**config.mk**
```make
export PLATFORM = sky130hd
export DESIGN_NAME = lsu_mem_interface
export DESIGN_NICKNAME = d
export VERILOG_FILES = /design/src/rtl/riscv_lsu_pkg.sv /design/src/rtl/lsu_align.sv /design/src/rtl/lsu_mem_interface.sv
export SDC_FILE = /design/constraint.sdc
export NUM_CORES = 1
export LEC_CHECK = 0
export CELL_PAD_IN_SITES_DETAIL_PLACEMENT = 1
export CELL_PAD_IN_SITES_GLOBAL_PLACEMENT = 1
export CORE_AREA = 4 4 114 116
export CTS_CLUSTER_DIAMETER = 150
export CTS_CLUSTER_SIZE = 12
export DETAILED_ROUTE_END_ITERATION = 8
export DIE_AREA = 0 0 118 120
export DONT_BUFFER_PORTS = 1
export GPL_TIMING_DRIVEN = 0
export PLACE_DENSITY_LB_ADDON = 0.1
export SYNTH_ARGS = -nofsm -noshare
export SYNTH_HDL_FRONTEND = slang
export SYNTH_SLANG_ARGS = --single-unit
```
**constraint.sdc**
```tcl
create_clock -name clk_i -period 2.19 [get_ports clk_i]
set_input_delay 0.219 -clock clk_i [delete_from_list [all_inputs] [get_ports clk_i]]
set_output_delay 0.219 -clock clk_i [all_outputs]
set_load 0.05 [all_outputs]
```
**src/rtl/riscv_lsu_pkg.sv**
```systemverilog
// riscv_lsu_pkg: shared types and constants for the load/store bus stage
package riscv_lsu_pkg;
  localparam int BeBits = 4;
  typedef enum logic [1:0] {SIZE_BYTE = 2'b00, SIZE_HALF = 2'b01, SIZE_WORD = 2'b10} size_e;
  typedef enum logic [1:0] {IDLE, REQ, WAIT, DONE} lsu_state_e;
endpackage

```
**src/rtl/lsu_align.sv**
```systemverilog
// lsu_align: alignment check, byte enables, store lane replication and load right-alignment
module lsu_align
  import riscv_lsu_pkg::*;
(
  input  logic [1:0]        size,
  input  logic [1:0]        off,
  input  logic [31:0]       wdata,
  input  logic [31:0]       rdata,
  output logic              misaligned,
  output logic [BeBits-1:0] be,
  output logic [31:0]       wdata_rep,
  output logic [31:0]       rdata_al
);
  logic [31:0] sh;
  always_comb begin
    misaligned = size == SIZE_WORD ? off != 2'b00 : size == SIZE_HALF ? off[0] : size != SIZE_BYTE;
    be = size == SIZE_BYTE ? 4'b0001 << off : size == SIZE_HALF ? 4'b0011 << off : 4'b1111;
    wdata_rep = size == SIZE_BYTE ? {4{wdata[7:0]}} : size == SIZE_HALF ? {2{wdata[15:0]}} : wdata;
    sh = rdata >> {off, 3'b000};
    rdata_al = size == SIZE_BYTE ? {24'h0, sh[7:0]} : size == SIZE_HALF ? {16'h0, sh[15:0]} : sh;
  end
endmodule

```
**src/rtl/lsu_mem_interface.sv**
```systemverilog
// lsu_mem_interface: single-outstanding load/store stage between pipeline and word-addressed data bus
module lsu_mem_interface
  import riscv_lsu_pkg::*;
#(
  parameter int RegBits  = 32,
  parameter int AddrBits = 32
) (
  input  logic                clk_i,
  input  logic                rst_ni,
  input  logic                valid_i,
  input  logic                we_i,
  input  logic [1:0]          size_i,
  input  logic [AddrBits-1:0] addr_i,
  input  logic [RegBits-1:0]  wdata_i,
  output logic                stall_o,
  output logic                done_o,
  output logic                misaligned_o,
  output logic [RegBits-1:0]  rdata_o,
  output logic                data_req_o,
  output logic                data_we_o,
  output logic [BeBits-1:0]   data_be_o,
  output logic [AddrBits-1:0] data_addr_o,
  output logic [RegBits-1:0]  data_wdata_o,
  input  logic                data_gnt_i,
  input  logic                data_rvalid_i,
  input  logic [RegBits-1:0]  data_rdata_i
);
  lsu_state_e state, state_n;
  logic                we_q, mis_q, mis, idle;
  logic [1:0]          size_q, off_q, a_size, a_off;
  logic [AddrBits-1:0] addr_q;
  logic [BeBits-1:0]   be_q, be;
  logic [RegBits-1:0]  wdata_q, rdata_q, wrep, ral;

  assign idle   = state == IDLE;
  // One aligner serves both: live inputs while idle, captured access afterwards
  assign a_size = idle ? size_i : size_q;
  assign a_off  = idle ? addr_i[1:0] : off_q;

  lsu_align u_align (
    .size(a_size), .off(a_off), .wdata(wdata_i), .rdata(data_rdata_i),
    .misaligned(mis), .be(be), .wdata_rep(wrep), .rdata_al(ral)
  );

  always_ff @(posedge clk_i or negedge rst_ni)
    if (!rst_ni) state <= IDLE;
    else state <= state_n;

  always_comb begin
    state_n = idle ? (valid_i ? (mis ? DONE : REQ) : IDLE) :
              state == REQ  ? (data_gnt_i ? WAIT : REQ) :
              state == WAIT ? (data_rvalid_i ? DONE : WAIT) : IDLE;
  end

  always_comb begin
    stall_o      = (idle & valid_i) | state == REQ | state == WAIT;
    done_o       = state == DONE;
    misaligned_o = state == DONE & mis_q;
    data_req_o   = state == REQ;
    data_we_o    = we_q;
    data_be_o    = be_q;
    data_addr_o  = addr_q;
    data_wdata_o = wdata_q;
    rdata_o      = rdata_q;
  end

  always_ff @(posedge clk_i or negedge rst_ni)
    if (!rst_ni) begin
      we_q    <= 1'b0;
      mis_q   <= 1'b0;
      size_q  <= '0;
      off_q   <= '0;
      addr_q  <= '0;
      be_q    <= '0;
      wdata_q <= '0;
      rdata_q <= '0;
    end else begin
      if (idle && valid_i) begin
        mis_q <= mis;
        if (mis) rdata_q <= '0;
        else begin
          we_q    <= we_i;
          size_q  <= size_i;
          off_q   <= addr_i[1:0];
          addr_q  <= {addr_i[AddrBits-1:2], 2'b00};
          be_q    <= be;
          wdata_q <= wrep;
        end
      end
      if (state == WAIT && data_rvalid_i && !we_q) rdata_q <= ral;
    end
endmodule

```
==> impl_metrics.yaml, run 1 <==
route:
  wirelength_mm: 14.76
  wl_per_cell_um: 25.57
  drtIter0Drc: 159
  viasPerCell: 6.090
  final_antenna_net_count: 0
  drcViolationCount: 0
  dr_total_vias: 3514
  dr.pass1.iters: 4
logic_synthesis:
  avgSynthCellArea_sq_um: 13.26
  synth_flop_cell: "dfrtp_1"
  post-synth-top-area-cell: "dfrtp_1"
  synthAdderAreaFrac_pct: 0
  synth_edf_count: 0
  yosysSeqAreaShare_pct: 51.68
  synth_cells: 387
  synthSimpleGateAreaFrac_pct: 6.338
  synth.area.top_cells: "dfrtp_1 (52%), mux2_2 (16%), mux4_2 (3.5%), a22o_1 (2.7%), o2bb2ai_1 (2.7%)"
  ys_warn_count: 0
  yosys.area.top_type_share_pct: 51.68
  synth_area_sq_um: 5132
  synth-xor-area-share_pct: 0
  synth_compound_area_share_pct: 14.36
  synth_top_family_by_area: "multiplexers"
  synthMuxAreaShare_pct: 23.89
  yosysUniqueCellTypes: 49
  ys_async_sr_fraction_pct: 100.0
  synth-seq-cells: 106
timing:
  final.period_utilization_pct: 96.06
  period_minus_slack_ns: 2.104
  slew_violations: 0
  tightestPinTransition_ns: 0.6262
  max_freq_mhz: 475.4
  setup_violations: 0
  finalHoldViolCount: 106
  fin_skew_ns: 0.008131
  whs_ns: -0.4365
  slew_headroom_pct: 58.06
finish:
  seq_area_sq_um: 2653
  layout_common_cells: "dfrtp_1 (106), mux2_2 (75), buf_4 (23), a22o_1 (16), o2bb2ai_1 (16)"
  synthToLayoutAreaGrowth_pct: 18.67
  layout-drive-gt1-share_pct: 37.91
  fillers: 1196
  multi_input_area_sq_um: 2402
  antennaDiodeCount: 0
  finalNonFillerCells: 577
  nets: 529
  final_cell_area_sq_um: 6091
  mostFrequentLayoutCell: "dfrtp_1"
global_routing:
  grt_antenna_before_repair: 0
  grt_use_total_pct: 20.68
  overflow: 0
  grt_first_pass_wirelength_mm: 22.61
  grt_max_degree: 107
  grt_pass1_vias: 3867
floorplanning:
  die_w_um: 118
  rows: 40
  die_area_sq_um: 14160
  io_pins: 209
  start_util_pct: 43.09
  die_h_um: 120
  core-area_sq_um: 11910
worst_setup_path:
  crit_type: "reg2reg"
  crit_cells: 7
  crit_buf_inv: 3
  slowest_delay_ns: 0.42
  cp-end-kind: "flip-flop"
  cp.arrival_ns: 2.35
  rr_worst_depth: 7
  crit_family: "simple AND/OR/NAND/NOR gates"
  cp-start-kind: "flip-flop"
  r2r_setup_slack_ns: 0.09
  crit_required_ns: 2.43
  reg2reg_from: "state[1]"
  r2r-end: "rdata_o[4]"
  cp_slowest_cell: "dfrtp_1"
  path_cells: "buf_4 > or3b_4 > and2_4 > buf_6 > buf_12 > mux4_2 > a22o_1"
  critPathMaxFanout: 10
cts:
  h-tree-depth: 3
  cts_sinks: 106
  clock_path_buffers: 2
  cts_hold_buf: 15
  clk_latency_ns: 0.35
  cts_tree: "done"
  root_buffer: "clkbuf_16"
  clk_pin_slew_ns: 0.07
  numCtsBuffers: 9
placed_design:
  port-buffer-count: 0
  dpl.cell_count: 535
  place_congestion: 0.7740
  dpl.hpwl_mm: 10.44
  placed_cell_area_sq_um: 5320
outcome:
  violations: "hold timing"
  status: "complete, but fails checks"
worst_hold_path:
  holdCritPathClass: "in2async"
run:
  cap_violations: 0
## synth_stat cells (2+ instances only)
library cell / number
dfrtp_1: 106
mux2_2: 75
a22o_1: 16
o2bb2ai_1: 16
buf_2: 14
a21oi_1: 13
clkbuf_1: 11
nor2_1: 11
mux2i_1: 10
mux2_1: 9
nor3b_1: 9
o21a_1: 9
mux4_2: 8
o221ai_1: 8
a21o_1: 7
o31a_1: 7
buf_4: 5
nand2_1: 4
nand3_1: 4
nor4_1: 4
o21ai_0: 3
o21ai_1: 3
or3b_1: 3
a211o_1: 2
and2_1: 2
inv_1: 2
nor2b_1: 2
o211ai_1: 2
or2_2: 2
## final cells by class
type                            count  area share, %
Buffer                             29          4.191
Clock buffer                       11          3.985
Clock inverter                      5          1.274
Inverter                            2         0.1233
Multi-Input combinational cell    248          39.44
Sequential cell                   106          43.55
Tap cell                          147          3.020
Timing Repair Buffer               29          4.417
## worst reg2reg max path: stages, from the launching register on
cell     delay [ns]
dfrtp_1        0.42
buf_4          0.15
or3b_4         0.39
and2_4         0.15
buf_6          0.14
buf_12         0.15
mux4_2         0.42
a22o_1         0.18
## layer usage
layer / share of wire, % / track usage, % / wire, um / up-vias
li1: - / - / - / 1546
met1: 38 / 23.65 / 5673 / 1814
met2: 51 / 35.57 / 7499 / 134
met3: 9.0 / 7.634 / 1322 / 20
met4: 1.8 / 7.546 / 260 / 0
met5: 0 / 0 / 0 / -
## sequential cells by signal, summed over array words and instances (netlist names)
register and cells:
data_wdata_o 32, rdata_o 32, data_addr_o 30, data_be_o 4
off_q 2, size_q 2, state 2, data_we_o 1
mis_q 1
## stage by stage
stage	hold WS, ns	worst slack [ns]	setup TNS [ns]	util, %
2_1_floorplan	-0.07659	0.1116	0	-
3_3_place_gp	-0.07362	-0.3637	-16.30	44.66
3_5_place_dp	-0.07351	-0.3884	-19.32	44.66
4_1_cts	-0.4521	-0.03137	-0.4774	49.98
5_1_grt	-0.4545	-0.003508	-0.005824	51.13
6_report	-0.4365	0.08639	0	51.13
## what timing repair did
action	CTS	global route
setup endpoints to repair	104	93
hold endpoints to repair	121	106
setup buffers	7	6
cloned	0	1
pin swaps	1	4
gates resized for setup	34	32
## worst max path at each step
stage                  start                to  slack, ns
floorplan           state[0]  data_wdata_o[22]       0.11
global placement    state[1]  data_wdata_o[11]      -0.36
detailed placement  state[1]       rdata_o[12]      -0.39
CTS                 state[1]   data_addr_o[16]      -0.03
global route        state[1]        rdata_o[6]     -0.004
finish              state[1]        rdata_o[4]       0.09
## cell families after synthesis
group,count (synthesis)
simple gates,51
buf+inv,34
flops,106
other cells,1
mux,102
compound gates,93
Power of run 1 is left out: the tool's default activity adds up to more than one toggle a clock period on the data nets, which glitch-free logic cannot reach.
==> run 2, diff against run 1 <==
--- a/config.mk
+++ b/config.mk
@@ -14,6 +14,7 @@
 export DIE_AREA = 0 0 118 120
 export DONT_BUFFER_PORTS = 1
 export GPL_TIMING_DRIVEN = 0
+export MAX_ROUTING_LAYER = met4
 export PLACE_DENSITY_LB_ADDON = 0.1
 export SYNTH_ARGS = -nofsm -noshare
 export SYNTH_HDL_FRONTEND = slang
==> impl_metrics.yaml, run 2 (synthesis results as in run 1) <==
worst_setup_path:
  slowest_delay_ns: 0.42
  cp-end-kind: "flip-flop"
  cp.arrival_ns: 2.34
  path_cells: "buf_4 > or3b_4 > and2_4 > buf_6 > buf_12 > mux4_2 > a22o_1"
  crit_buf_inv: 3
  crit_type: "reg2reg"
  r2r_setup_slack_ns: 0.08
  cp_slowest_cell: "dfrtp_1"
  cp-start-kind: "flip-flop"
  crit_required_ns: 2.43
  critPathMaxFanout: 10
  crit_family: "simple AND/OR/NAND/NOR gates"
cts:
  clk_latency_ns: 0.34
  cts_hold_buf: 15
  root_buffer: "clkbuf_16"
  clock_path_buffers: 2
  h-tree-depth: 3
  numCtsBuffers: 9
  cts_tree: "done"
  cts_sinks: 106
  clk_pin_slew_ns: 0.07
finish:
  nets: 527
  antennaDiodeCount: 0
  synthToLayoutAreaGrowth_pct: 18.43
  finalNonFillerCells: 575
  layout-drive-gt1-share_pct: 37.85
  layout_common_cells: "dfrtp_1 (106), mux2_2 (75), buf_4 (23), a22o_1 (16), o2bb2ai_1 (16)"
  mostFrequentLayoutCell: "dfrtp_1"
global_routing:
  overflow: 0
  grt_first_pass_wirelength_mm: 22.60
  grt_max_degree: 107
  grt_use_total_pct: 21.32
  grt_pass1_vias: 3872
  grt_antenna_before_repair: 0
timing:
  final.period_utilization_pct: 96.16
  period_minus_slack_ns: 2.106
  whs_ns: -0.4309
  slew_violations: 0
  slew_headroom_pct: 58.11
  fin_skew_ns: 0.006451
  setup_slack_ns: 0.08402
  tightestPinTransition_ns: 0.6255
  finalHoldViolCount: 106
  setup_violations: 0
  max_freq_mhz: 474.8
floorplanning:
  die_w_um: 118
  core-area_sq_um: 11910
  start_util_pct: 43.09
  die_area_sq_um: 14160
  die_h_um: 120
  rows: 40
  io_pins: 209
route:
  wirelength_mm: 14.74
  drtIter0Drc: 152
  final_antenna_net_count: 0
  drcViolationCount: 0
  viasPerCell: 6.123
  dr.pass1.iters: 4
  wl_per_cell_um: 25.64
  dr_total_vias: 3521
outcome:
  status: "complete, but fails checks"
  violations: "hold timing"
placed_design:
  place_congestion: 0.7845
  dp_slack_ns: -0.3884
  port-buffer-count: 0
  dpl.hpwl_mm: 10.44
  dpl.cell_count: 535
run:
  cap_violations: 0
worst_hold_path:
  holdCritPathClass: "in2async"
[run 2: cell count changes in the layout (fill, tap and decap cells not counted)]
cell and change:
buf_2 -2, buf_6 +1, mux2_4 +1, buf_8 -1
mux2_1 -1, clkbuf_4 -1, clkbuf_2 +1
[run 2: through the flow]
step	hold WS, ns	TNS (ns)	utilization (%)	area (sq um)
finish	-0.4309	0	51.03	6078
global route	-0.4562	-0.004937	51.03	6078
CTS	-0.4521	-0.4774	49.98	5953
detailed placement	-0.07351	-19.32	44.66	5320
global placement	-0.07362	-16.30	44.66	5320
floorplan	-0.07659	0	-	5136
[run 2: worst paths after layout]
| kind | start | to | cells after the start |
|---|---|---|---|
| max in group asynchronous | rst_ni | off_q[1] | 0 |
| setup / recovery | state[1] | rdata_o[4] | 7 |
| min in group clk_i | addr_i[19] | data_addr_o[19] | 1 |
| hold reg to reg | mis_q | mis_q | 2 |
| setup reg to reg | state[1] | rdata_o[4] | 7 |
| hold / removal | rst_ni | rdata_o[31] | 0 |
[run 2: final cells by class]
class / instances / area, sq um
Tap cell: 147 / 183.9
Fill cell: 1197 / 5833
Timing Repair Buffer: 27 / 256.5
Multi-Input combinational cell: 248 / 2406
Clock buffer: 11 / 242.7
Inverter: 2 / 7.507
Buffer: 29 / 251.5
Clock inverter: 5 / 77.57
Sequential cell: 106 / 2653
[run 2: metal layers]
| layer | routed length (um) | GRT usage (%) |
|---|---|---|
| met5 | 0 | - |
| met4 | 235 | 7.546 |
| met3 | 1183 | 6.880 |
| met2 | 7534 | 35.68 |
| met1 | 5788 | 24.19 |
[run 2: worst register-to-register path, cell delays in order, from the launching register on]
cell and delay [ns]:
dfrtp_1 0.42, buf_4 0.15, or3b_4 0.39, and2_4 0.15, buf_6 0.14, buf_12 0.15, mux4_2 0.42, a22o_1 0.18
[run 2: timing repair]
action	4_1_cts	5_1_grt
gates resized for setup	34	33
setup endpoints to repair	104	94
pin swaps	1	4
cloned	0	1
endpoints found under the hold margin	121	106
setup buffers	7	4
Power of run 2 is left out for the same reason.
==> run 3, diff against run 2 <==
--- a/config.mk
+++ b/config.mk
@@ -7,15 +7,17 @@
 export LEC_CHECK = 0
 export CELL_PAD_IN_SITES_DETAIL_PLACEMENT = 1
 export CELL_PAD_IN_SITES_GLOBAL_PLACEMENT = 1
-export CORE_AREA = 4 4 114 116
+export CORE_AREA = 4 4 107 109
+export CTS_BUF_LIST = sky130_fd_sc_hd__clkbuf_4
 export CTS_CLUSTER_DIAMETER = 150
 export CTS_CLUSTER_SIZE = 12
 export DETAILED_ROUTE_END_ITERATION = 8
-export DIE_AREA = 0 0 118 120
+export DIE_AREA = 0 0 111 113
 export DONT_BUFFER_PORTS = 1
 export GPL_TIMING_DRIVEN = 0
 export MAX_ROUTING_LAYER = met4
 export PLACE_DENSITY_LB_ADDON = 0.1
+export SETUP_SLACK_MARGIN = 0.4
 export SYNTH_ARGS = -nofsm -noshare
 export SYNTH_HDL_FRONTEND = slang
 export SYNTH_SLANG_ARGS = --single-unit
==> constraint.sdc (replaced) <==
create_clock -name clk_i -period 2.5 [get_ports clk_i]
set_input_delay 0.25 -clock clk_i [delete_from_list [all_inputs] [get_ports clk_i]]
set_output_delay 0.25 -clock clk_i [all_outputs]
set_load 0.05 [all_outputs]
==> impl_metrics.yaml, run 3 (synthesis results as in run 1) <==
outcome:
  status: "complete, but fails checks"
  violations: "hold timing"
cts:
  root_buffer: "clkbuf_4"
  h-tree-depth: 3
  cts_tree: "done"
  clk_pin_slew_ns: 0.17
  clock_path_buffers: 2
  numCtsBuffers: 9
  clk_latency_ns: 0.48
  cts_sinks: 106
timing:
  setup_violations: 0
  tightestPinTransition_ns: 0.6271
  finalHoldViolCount: 106
  slew_violations: 0
  rsz0062_at_grt: "true"
  max_freq_mhz: 455.5
  period_minus_slack_ns: 2.196
  final.period_utilization_pct: 87.82
  fin_skew_ns: 0.01853
  setup_tns_ns: 0
  whs_ns: -0.5712
  slew_headroom_pct: 58.19
finish:
  final_cell_area_sq_um: 6898
  antennaDiodeCount: 0
  layout_common_cells: "dfrtp_1 (104), dlygate4sd3_1 (64), mux2_2 (57), mux2_4 (27), buf_4 (20)"
  mostFrequentLayoutCell: "dfrtp_1"
  nets: 596
  layout-drive-gt1-share_pct: 39.84
  synthToLayoutAreaGrowth_pct: 34.40
  finalNonFillerCells: 637
route:
  viasPerCell: 6.052
  route.met3.wl_mm: 1.270
  wirelength_mm: 16.97
  dr.pass1.iters: 4
  wl_met1_mm: 6.319
  wl_per_cell_um: 26.63
  met2_length_mm: 9.102
  drcViolationCount: 0
  final_antenna_net_count: 0
  dr_total_vias: 3855
  top_layer_used: "met4"
  drtIter0Drc: 214
power_and_ir_drop:
  combPwrFrac_pct: 41.4
  clkPwrFrac_pct: 7.8
  p_int_w: 0.005479
  power.total_w: 0.01153
  p_sw_share_pct: 52.50
  max-vdd-ir-drop_mv: 0.8808
  power_density_nw_per_um2: 1672
  p_leak_nw: 2.928
  p_seq_share_pct: 50.7
  switchingPower_w: 0.006055
placed_design:
  port-buffer-count: 0
  dpl.hpwl_mm: 10.21
  placed_cell_area_sq_um: 5311
  dpl.cell_count: 528
  place_congestion: 0.7787
worst_setup_path:
  cp-start-kind: "flip-flop"
  path_cells: "buf_6 > o211ai_1 > o2111ai_4 > buf_4 > buf_4 > or2_2 > a221o_1"
  cp_slowest_cell: "dfrtp_1"
  cp-end-kind: "flip-flop"
  crit_required_ns: 2.88
  critPathMaxFanout: 8
  crit_type: "reg2reg"
  rr_worst_depth: 7
  slowest_delay_ns: 0.47
  cp.arrival_ns: 2.58
  crit_top_cell: "buf_4"
global_routing:
  grt_antenna_before_repair: 0
  grt_first_pass_wirelength_mm: 23.96
  overflow: 0
  grt_use_total_pct: 25.18
  grt_max_degree: 107
  grt_pass1_vias: 4230
floorplanning:
  start_util_pct: 48.41
  die_area_sq_um: 12540
  rows: 38
  core-area_sq_um: 10600
  io_pins: 209
  die_w_um: 111
  die_h_um: 113
run:
  cap_violations: 0
worst_hold_path:
  holdCritPathClass: "in2async"
==> run 3: changes by cell type in the layout (fill, tap and decap cells not counted), sizes merged <==
cell,before,now
clkinvlp,1,2
bufinv,2,1
buf,34,52
dlygate4sd3,15,64
clkbuf,18,20
==> run 3: path summary, 6_finish.rpt <==
path,startpoint,end,slack [ns]
max in group asynchronous,rst_ni,data_wdata_o[30],2.92
min,rst_ni,data_addr_o[23],-0.57
min reg2reg,mis_q,mis_q,0.53
max reg2reg,state[1],data_be_o[3],0.30
min in group clk_i,data_rdata_i[23],rdata_o[23],0
max,state[1],data_be_o[3],0.30
==> run 3: cell type report <==
type / instances / area (sq um)
Fill cell: 997 / 3705
Tap cell: 140 / 175.2
Buffer: 32 / 334.1
Inverter: 2 / 7.507
Clock buffer: 11 / 82.58
Clock inverter: 5 / 55.05
Timing Repair Buffer: 93 / 1042
Multi-Input combinational cell: 248 / 2546
Sequential cell: 106 / 2655
==> run 3: worst max-delay path, delay by kind of cell (launching register included) <==
kind / cells / cell delay (ns)
AOI/OAI and AO/OA: 3 / 0.85
buffers and inverters: 3 / 0.49
DFF: 1 / 0.47
and+or+nand+nor: 1 / 0.30
==> run 3: timing repair <==
action | in CTS | in global routing
pin swaps | 3 | 9
gates cloned | 0 | 6
endpoints found under the setup margin | 108 | 104
buffers inserted | 13 | 10
endpoints found under the hold margin | 171 | 108
hold buffers | 62 | 2
gates resized for setup | 63 | 72
==> run 3: routing by layer <==
metal	vias up	track usage, %
met3	21	6.845
met5	-	-
li1	1684	-
met1	1992	28.05
met4	0	6.732
met2	158	44.82
==> run 3: power by group through the flow <==
stage	clock network, W	registers [W]	logic [W]
4_1_cts	0.000918	0.00581	0.00396
2_1_floorplan	0	0.00560	0.00268
3_5_place_dp	0	0.00584	0.00333
3_3_place_gp	0	0.00582	0.00321
6_report	0.000905	0.00585	0.00478
5_1_grt	0.000999	0.00594	0.00508
==> run 3: stage by stage <==
step | util, % | worst slack, ns
after floorplan | - | 0.4216
after global placement | 50.09 | -0.004533
after detailed placement | 50.09 | -0.02914
after CTS | 60.48 | 0.3607
after global routing | 65.06 | 0.2620
final | 65.06 | 0.3044
Note: power is estimated with default switching activity, not from simulation.
